### config.mk
export PLATFORM = sky130hd
export DESIGN_NAME = fft_frame_feeder_flat
export DESIGN_NICKNAME = d
export VERILOG_FILES = /design/src/rtl/fft_frame_feeder_if.sv /design/src/rtl/fft_frame_feeder.sv /design/src/flat_wrapper.sv
export SDC_FILE = /design/constraint.sdc
export NUM_CORES = 2
export LEC_CHECK = 0
export CORE_ASPECT_RATIO = 0.6
export CORE_MARGIN = 2
export CORE_UTILIZATION = 57
export DETAILED_ROUTE_END_ITERATION = 12
export PLACE_DENSITY = 0.76
export SLEW_MARGIN = 25
export SYNTH_ARGS = -nofsm -noshare
export SYNTH_HDL_FRONTEND = slang
export SYNTH_SLANG_ARGS = --single-unit
### constraint.sdc
create_clock -name clk -period 3.4 [get_ports clk]
set_clock_uncertainty 0.1 [all_clocks]
set_input_delay 0.68 -clock clk [delete_from_list [all_inputs] [get_ports clk]]
set_output_delay 0.68 -clock clk [all_outputs]
set_load 0.005 [all_outputs]
### src/rtl/fft_frame_feeder_if.sv
// Sample stream from the frame feeder to the FFT sink.
//   fft_data  : signed Q15 sample
//   fft_valid : fft_data is valid
//   fft_last  : marks the final sample of a frame
//   fft_ready : sink accepts the current sample
// master = feeder side, slave = FFT side.
interface fft_frame_feeder_if;
  logic [15:0] fft_data;
  logic        fft_valid;
  logic        fft_last;
  logic        fft_ready;

  modport master (
    output fft_data,
    output fft_valid,
    output fft_last,
    input  fft_ready
  );

  modport slave (
    input  fft_data,
    input  fft_valid,
    input  fft_last,
    output fft_ready
  );
endinterface

### src/rtl/fft_frame_feeder.sv
// Captures one ADC channel, decimates by DECIM, converts offset binary to
// signed Q15, buffers FFT_LEN samples and streams the frame to the FFT over
// a valid/ready handshake with a last marker.
//
// Ports:
//   clk, rst    : system clock, asynchronous active-high reset
//   start       : one-cycle pulse arming one frame capture (ignored while busy)
//   ad_data     : ADC sample, offset binary
//   ad_otr      : ADC over-range flag aligned with ad_data
//   fft         : sample stream to the FFT (master side)
//   busy        : high in CAPTURE, STREAM and DONE
//   frame_done  : one-cycle pulse after the last sample is accepted
//   otr_flag    : sticky over-range seen in the current frame
//
// state   | meaning
// --------+--------------------------------------------------
// IDLE    | waiting for start
// CAPTURE | writing one sample every DECIM cycles into the buffer
// STREAM  | reading the buffer out to the FFT sink
// DONE    | one cycle, frame_done=1; re-arms if CONTINUOUS
module fft_frame_feeder #(
  parameter int DATA_W     = 10,
  parameter int FFT_LEN    = 256,
  parameter int DECIM      = 156,
  parameter int CONTINUOUS = 0
) (
  input  logic              clk,
  input  logic              rst,
  input  logic              start,
  input  logic [DATA_W-1:0] ad_data,
  input  logic              ad_otr,
  fft_frame_feeder_if.master fft,
  output logic              busy,
  output logic              frame_done,
  output logic              otr_flag
);

  localparam int AW = $clog2(FFT_LEN);
  localparam int DW = (DECIM > 1) ? $clog2(DECIM) : 1;

  typedef enum logic [1:0] {
    S_IDLE    = 2'd0,
    S_CAPTURE = 2'd1,
    S_STREAM  = 2'd2,
    S_DONE    = 2'd3
  } state_t;

  state_t        state_q, state_d;
  logic [DW-1:0] decim_cnt_q, decim_cnt_d;
  logic [AW-1:0] wr_idx_q, wr_idx_d;
  logic [AW:0]   rd_idx_q, rd_idx_d;
  logic          otr_q, otr_d;
  logic          valid_q, valid_d;
  logic          last_q, last_d;
  logic [15:0]   rd_data_q;
  logic [15:0]   buf_mem [FFT_LEN];

  logic          arm;
  logic          wr_en;
  logic          rd_en;
  logic          xfer;
  logic [15:0]   sample_q15;

  // Inverting the MSB turns offset binary into two's complement; the
  // sample is then left-justified into Q15.
  assign sample_q15 = {~ad_data[DATA_W-1], ad_data[DATA_W-2:0], {(16-DATA_W){1'b0}}};

  assign arm   = ((state_q == S_IDLE) && start) ||
                 ((state_q == S_DONE) && (CONTINUOUS != 0));
  assign wr_en = (state_q == S_CAPTURE) && (decim_cnt_q == '0);
  assign xfer  = valid_q && fft.fft_ready;
  // Prefetch the next word whenever the output register is empty or is
  // being emptied this cycle, so a continuously ready sink sees no bubble.
  assign rd_en = (state_q == S_STREAM) && (rd_idx_q != (AW+1)'(FFT_LEN)) &&
                 (!valid_q || fft.fft_ready);

  // State register and datapath flops
  always_ff @(posedge clk or posedge rst) begin
    if (rst) begin
      state_q     <= S_IDLE;
      decim_cnt_q <= '0;
      wr_idx_q    <= '0;
      rd_idx_q    <= '0;
      otr_q       <= 1'b0;
      valid_q     <= 1'b0;
      last_q      <= 1'b0;
      rd_data_q   <= '0;
    end else begin
      state_q     <= state_d;
      decim_cnt_q <= decim_cnt_d;
      wr_idx_q    <= wr_idx_d;
      rd_idx_q    <= rd_idx_d;
      otr_q       <= otr_d;
      valid_q     <= valid_d;
      last_q      <= last_d;
      // Registered read port of the frame buffer; doubles as output register.
      if (rd_en) begin
        rd_data_q <= buf_mem[rd_idx_q[AW-1:0]];
      end
    end
  end

  // Frame buffer write port; contents need no reset.
  always_ff @(posedge clk) begin
    if (wr_en) begin
      buf_mem[wr_idx_q] <= sample_q15;
    end
  end

  // Next-state logic
  always_comb begin
    state_d = state_q;
    case (state_q)
      S_IDLE:    if (start) state_d = S_CAPTURE;
      S_CAPTURE: if (wr_en && (wr_idx_q == AW'(FFT_LEN-1))) state_d = S_STREAM;
      S_STREAM:  if (xfer && last_q) state_d = S_DONE;
      S_DONE:    state_d = (CONTINUOUS != 0) ? S_CAPTURE : S_IDLE;
      default:   state_d = S_IDLE;
    endcase
  end

  // Counters, sticky flag and stream output control
  always_comb begin
    decim_cnt_d = decim_cnt_q;
    wr_idx_d    = wr_idx_q;
    rd_idx_d    = rd_idx_q;
    otr_d       = otr_q;
    valid_d     = valid_q;
    last_d      = last_q;

    if (arm) begin
      decim_cnt_d = '0;
      wr_idx_d    = '0;
      rd_idx_d    = '0;
      otr_d       = 1'b0;
    end else if (state_q == S_CAPTURE) begin
      decim_cnt_d = (decim_cnt_q == DW'(DECIM-1)) ? '0 : decim_cnt_q + 1'b1;
      if (wr_en) begin
        wr_idx_d = wr_idx_q + 1'b1;
        otr_d    = otr_q | ad_otr;
      end
    end

    if (rd_en) begin
      valid_d  = 1'b1;
      last_d   = (rd_idx_q == (AW+1)'(FFT_LEN-1));
      rd_idx_d = rd_idx_q + 1'b1;
    end else if (xfer) begin
      valid_d = 1'b0;
      last_d  = 1'b0;
    end
  end

  // Outputs
  always_comb begin
    busy       = (state_q != S_IDLE);
    frame_done = (state_q == S_DONE);
    otr_flag   = otr_q;
  end

  assign fft.fft_data  = rd_data_q;
  assign fft.fft_valid = valid_q;
  assign fft.fft_last  = last_q;

endmodule

### src/flat_wrapper.sv
// flat-port wrapper written by rule: the top's interface ports become plain ports
module fft_frame_feeder_flat 
#(
  parameter int DATA_W     = 10,
  parameter int FFT_LEN    = 256,
  parameter int DECIM      = 156,
  parameter int CONTINUOUS = 0
)
  (clk, rst, start, ad_data, ad_otr, busy, frame_done, otr_flag, fft_fft_data, fft_fft_valid, fft_fft_last, fft_fft_ready);
  fft_frame_feeder_if fft_i ();
  input  logic clk;
  input  logic rst;
  input  logic start;
  input  logic [DATA_W-1:0] ad_data;
  input  logic ad_otr;
  output logic busy;
  output logic frame_done;
  output logic otr_flag;
  output wire logic [$bits(fft_i.fft_data)-1:0] fft_fft_data;
  output wire logic [$bits(fft_i.fft_valid)-1:0] fft_fft_valid;
  output wire logic [$bits(fft_i.fft_last)-1:0] fft_fft_last;
  input wire logic [$bits(fft_i.fft_ready)-1:0] fft_fft_ready;
  assign fft_fft_data = fft_i.fft_data;
  assign fft_fft_valid = fft_i.fft_valid;
  assign fft_fft_last = fft_i.fft_last;
  assign fft_i.fft_ready = fft_fft_ready;
  fft_frame_feeder #(.DATA_W(DATA_W), .FFT_LEN(FFT_LEN), .DECIM(DECIM), .CONTINUOUS(CONTINUOUS)) u_core (.clk(clk), .rst(rst), .start(start), .ad_data(ad_data), .ad_otr(ad_otr), .fft(fft_i), .busy(busy), .frame_done(frame_done), .otr_flag(otr_flag));
endmodule
* Word level (Yosys, flattened, before mapping) *
Memory sizes are Yosys's and may differ from the RTL's. A register that Yosys moved wholly into a read port is not among the register bits.
Index checks and enable logic that the tools add are counted.

cells by class
  $add $sub $neg = 3
  eq/ne operators = 10
  muxes and demuxes = 20
  bitwise gates (word level) = 2
  reductions and logical operators = 18

operators by type and width
  kind                   count
  $mux W8                6
  $mux W9                2
  $add A8 B1 Y8 const B  2
  $eq A8 B8 Y1 const B   2
  $reduce_bool A2 Y1     5
  $add A9 B1 Y9 const B  1
  $eq A9 B8 Y1 const B   1
  $ne A9 B9 Y1 const B   1
  $logic_not A8 Y1       1
  $mux W1                8
  $pmux W2 S4            1
  $logic_and A1 B1 Y1    7
  $mux W2                3
  $eq A2 B2 Y1 const B   2
  $ne A2 B2 Y1 const B   2
  $reduce_and A3 Y1      1
  $eq A2 B1 Y1 const B   1
  $logic_not A2 Y1       1
  $ne A2 B1 Y1 const B   1
  $reduce_and A2 Y1      1
  $logic_not A1 Y1       1
  $logic_or A1 B1 Y1     1
  $not A1 Y1             1
  $or A1 B1 Y1           1

word-level totals
  flip-flop bits (word level) = 46
  RAM bits = 2560
  input bits = 15
  output and inout port bits = 21
  word-level logic and storage cells = 62
  memories kept = 1

memories
  memory          words  width  read ports  clocked after Yosys merged registers in  wr ports  line                    text
  u_core.buf_mem  256    10     1           1                                        1         fft_frame_feeder.sv:56  logic [15:0] buf_mem [FFT_LEN];

* Logic depth before layout (Yosys ltp) *
  depth in word-level cells = 5
  gate-level depth with buffers = 15
  gate-level depth less buffers = 9

* Worst setup path before layout *
Ideal clock, no wire load.

  path type = input-to-reg
  start point = in ad_data[9]
  end point = mem u_core.buf_mem[0][9] (netlist name) (data pin)
  library setup time = 770 ps
  data arrival time = 3420 ps
  data required time = 2530 ps
  setup slack = -890 ps
  stages on the path = 1
  buffers on the path = 0
  cell sequence = inv_1

on the way
  word-level cells in the longest chain between the ends = 1

RTL lines
  what             line                    text
  start, declared  flat_wrapper.sv:14      input logic [DATA_W-1:0] ad_data;
  $not A1 Y1       fft_frame_feeder.sv:66  assign sample_q15 = {~ad_data[DATA_W-1], ad_data[DATA_W-2:0], {(16-DATA_W){1'b0}}};
  end, declared    fft_frame_feeder.sv:56

No other way between the ends.

* Worst setup path after layout *
  start point = reg u_core.rd_idx_q[0]
  end point = reg u_core.rd_data_q[15] (netlist: u_core.fft.fft_data[15]) (read register of u_core.buf_mem)

on the way
  word-level cells in the longest chain between the ends = 3

RTL lines
  what                              line                    text
  start, declared                   fft_frame_feeder.sv:51  logic [AW:0] rd_idx_q, rd_idx_d;
  start signal, assigned            fft_frame_feeder.sv:92  rd_idx_q <= rd_idx_d;
  $ne A9 B9 Y1                      fft_frame_feeder.sv:74  assign rd_en = (state_q == S_STREAM) && (rd_idx_q != (AW+1)'(FFT_LEN)) &&
  $logic_and A1 B1 Y1 (2 in a row)  fft_frame_feeder.sv:74
  end, declared                     fft_frame_feeder.sv:55  logic [15:0] rd_data_q;

Parallel ways exist; a longest one is shown, timed or not.
A chain may end at the register's enable or synchronous reset.

==> flow_results.org <==
** Global route
- Wire length of the first global-routing pass :: 405 mm
- Gr usage total :: 32.1%
- For this run the aggregate overflow at the end of global routing stands at 0.
- Maximum number of pins on one net before global-route repair :: 118
- The number of antenna violations at the first check in global routing is 13.
- The number of global-route vias before repair was 53.0k.

** Setup path
- STA classifies the critical path endpoint as a flop.
- CP Data Arrival Time :: 4.15 ns
- The endpoint identified for the worst register-to-register timing path is u_core.fft.fft_data[15]$_DFFE_PP0P_.
- In this run the worst setup path begins at u_core.rd_idx_q[0]$_DFFE_PP0P_.
- The worst register-to-register path has a depth of 12.
- STA classifies the critical path startpoint as a flop.
- Required time of the worst setup path :: 4.06 ns
- RR Startpoint :: u_core.rd_idx_q[0]$_DFFE_PP0P_
- Setup slack, reg-to-reg :: -0.09 ns
- Along the worst path, the maximum fanout reaches 11.
- Worst Path Class, Setup :: reg2reg

** Drt
- Final routed wire length divided by cell count :: 36.9 um
- Dividing the detail-routed via count by the number of cells gives 7.03.
- For this block, the via count after detailed routing is 55.3k.
- The routed design has 290 mm of wire.
- Remaining number of nets flagged by the antenna check after routing :: 0
- First-pass detailed-route iteration total :: 9
- DR DRC count :: 0
- Starting DRT DRC Count :: 10.6k

** Timing
- Actual slew at the worst max-slew pin :: 1.19 ns
- For this run, the top clock speed supported by timing is 286 MHz.
- In the post-route analysis, the smallest setup slack over all paths is -0.0928 ns.
- The worst path in the final design needs a cycle of 3.49 ns, including I/O delays and setup.
- The worst pin sits at a relative slew slack of 20.8%.
- The count of final max-slew check failures was 0.
- Final Hold Fails :: 0
- Setup repair after global routing could not meet its margin everywhere.
- Count of endpoints failing setup in the final report :: 2
- In the finished design, the share of the clock period the worst path needs comes to 103%.

** Power
- Combinational Power Share :: 27.7%
- Internal power comes to 58.3 mW.
- The clock network burns 29.1% of the power.
- Net Sw Power :: 24.5 mW
- Share of total power consumed by net switching :: 29.5%
- Power per unit of standard cell area :: 714 nW/um2
- Pleak :: 36.9 nW
- The share of total power dissipated in sequential elements is 43.2%.
- The worst-case IR drop observed on VDD is 0.537 mV.

** Logic synthesis
- The Yosys step of the flow raised 0 warnings.
- Averaged over all synthesized cells, the footprint is 21.4 um2.
- Cell types occupying the most area after synthesis :: edfxtp_1 (76%), mux4_2 (14%), mux2i_1 (2.3%), nor2_1 (1.1%), dfrtp_1 (0.99%)
- Post-synth top area share :: 76.1%
- Post-synthesis instance area :: 101000 um2
- Synthesis-stage register bit count :: 2600
- Count of unique library cells instantiated by Yosys :: 65
- For this run, the leading register cell type out of synthesis is edfxtp_1.
- EDFF count, synth :: 2560
- Synthesis produced 4712 cells.
- Sequential element share of the synthesized area :: 77.1%
- The largest total area in the synthesized netlist belongs to edfxtp_1.
- FFs w/ async S/R, synth :: 1.54%

** Clock network
- Post-CTS clock slew at the launch and capture registers of the worst setup and hold paths :: 0.07 ns
- CTS H-tree lvls :: 4
- CTS Buf Count :: 216
- Clock insertion delay at the later pin of the skew report :: 0.86 ns
- Total of hold buffers inserted after clock tree synthesis :: 0
- Clock sink count :: 2600
- Buffer depth of the longest clock path :: 4
- Clock root cell :: clkbuf_16
- Clock tree from TritonCTS :: done

** Finish
- The area growth from synthesis to layout is 14.7%.
- The final layout contains 5373 nets.
- Most frequent cells in the layout :: edfxtp_1 (2560), mux4_2 (626), buf_4 (565), nor2_1 (301), mux2i_1 (226)
- Post-layout instance count excluding filler cells :: 7863
- In the final layout, the share of cells above drive strength 1 is 30.0%.
- Leaving out fill and tap cells, the most frequent cell in the layout is edfxtp_1.
- Once layout is complete, the utilization of the core stands at 65.9%.

** Worst hold path
- Hold WC Path Type :: in2reg
- Worst Min Path Start :: ad_data[8]
- Counting instances, the worst hold path has a depth of 1.
- End point of the worst hold path :: u_core.buf_mem[140][8]$_DFFE_PP_

** Run status
- The run finished, with violations left.
- The final reports fail on setup timing.

** Floorplan
- I/O pin cnt :: 36
- The initial utilization of the core area, before any placement, comes to 57.5%.
- Die extent in y :: 330 um
- The die covers 181000 um2.
- Number of standard-cell rows in the floorplan :: 119
- The total area inside the core boundary comes to 176000 um2.
- The die is 548 um wide.

** Place
- The congestion estimate from routability-driven global placement came to 0.959.
- Cell count after placement :: 7463
- In this run the tool buffered the top-level ports with 29 buffer cells.
- DP HPWL :: 181 mm

** Run
- Maxcap violations :: 0
==> Yosys cell counts, drive strengths merged, types with 3 or more instances <==
cell type     n
buf         168
a221o         4
o221ai       69
a211oi       12
o2111ai       4
nand2       120
mux2         11
nor3         34
a2111oi       3
nor2b        17
and2          4
edfxtp     2560
o311ai        5
xor2          6
nand2b        3
and3          7
o21ai        42
o31ai         8
or2           5
clkinv        3
nor4         12
a221oi       17
or3           3
inv          17
mux4        626
o211ai        7
mux2i       229
nand3        64
xnor2         3
a21oi        50
dfrtp        40
nor2        307
o22ai        58
ha           14
a22oi        22
clkbuf      111
a31oi         8
nand4         9
==> sequential cells by signal (all words and copies together) (netlist names) <==
signal	flops
u_core.buf_mem	2560
u_core.decim_cnt_q	8
u_core.fft.fft_data	10
u_core.fft.fft_last	1
u_core.fft.fft_valid	1
u_core.otr_flag	1
u_core.rd_idx_q	9
u_core.state_q	2
u_core.wr_idx_q	8
==> power groups by stage <==
stage | Sequential [mW] | Combinational [mW] | Clock, mW
after detailed placement | 36.4 | 21.3 | 0
after CTS | 35.7 | 21.9 | 24.1
after global routing | 35.7 | 23.5 | 25.3
final | 35.7 | 22.9 | 24.1
after floorplan | 36.2 | 12.6 | 0
after global placement | 36.4 | 21.0 | 0
==> final cells by class <==
cell class              instances  area (um2)
clock buffers                 266        5640
clock inverters               108         906
inverters                      20        86.3
fillers                     10693       59900
diodes                          4        10.0
multi-input cells            1818       22000
well taps                    2359        2950
flip-flops and latches       2600       77900
repair buffers                688        6460
==> how the worst max path moves through the flow <==
stage | endpoint | cells past startpoint
global route | u_core.fft.fft_data[10]$_DFFE_PP0P_ | 13
global placement | u_core.fft.fft_data[13]$_DFFE_PP0P_ | 10
detailed placement | u_core.fft.fft_data[13]$_DFFE_PP0P_ | 10
finish | u_core.fft.fft_data[15]$_DFFE_PP0P_ | 12
floorplan | u_core.fft.fft_data[8]$_DFFE_PP0P_ | 15
CTS | u_core.fft.fft_data[12]$_DFFE_PP0P_ | 11
==> through the flow <==
stage               power, mW  hold slack, ns  instance area, um2  setup slack (ns)  TNS [ns]
CTS                      81.6          0.0663              116000           -0.0225   -0.0225
global route             84.5          0.0864              116000           -0.0478   -0.0880
floorplan                48.8           0.386              101000            0.0962         0
detailed placement       57.7           0.411              109000            -0.410     -2.05
finish                   82.8           0.104              116000           -0.0928    -0.146
global placement         57.4           0.378              109000            -0.336     -1.75
==> cells by family after synthesis <==
| logic type | Yosys count | synth area share (%) |
|---|---|---|
| mux | 866 | 16.3 |
| buf+inv | 299 | 1.53 |
| compound gates | 330 | 2.31 |
| fa+ha+maj | 14 | 0.173 |
| xor+xnor | 9 | 0.0780 |
| flops | 2600 | 77.1 |
| simple gates | 593 | 2.51 |
| other cells | 1 | 0.00371 |
==> per-layer routing <==
layer	track usage [%]	up-vias	part of all wire [%]
li1	-	20947	-
met1	48.3	28473	37
met2	43.5	5263	42
met3	13.1	623	18
met4	9.38	8	3.2
met5	0	-	0.040
==> repair_timing <==
| item | 4_1_cts | 5_1_grt |
|---|---|---|
| buffers inserted | 4 | 16 |
| gates cloned | 2 | 1 |
| resized for setup | 27 | 40 |
| endpoints found under the setup margin | 9 | 16 |
| pin swaps | 0 | 2 |
==> critical path: stages, from the launching register on <==
cell and delay, ns:
dfrtp_4 0.59, buf_12 0.19, buf_4 0.19, buf_12 0.16
buf_12 0.15, mux2i_1 0.16, a221oi_1 0.57, o21ai_0 0.18
a21oi_1 0.30, nor3_1 0.08, buf_4 0.17, o311a_1 0.38
o211ai_1 0.17
Power figures use the tool's default switching activity.
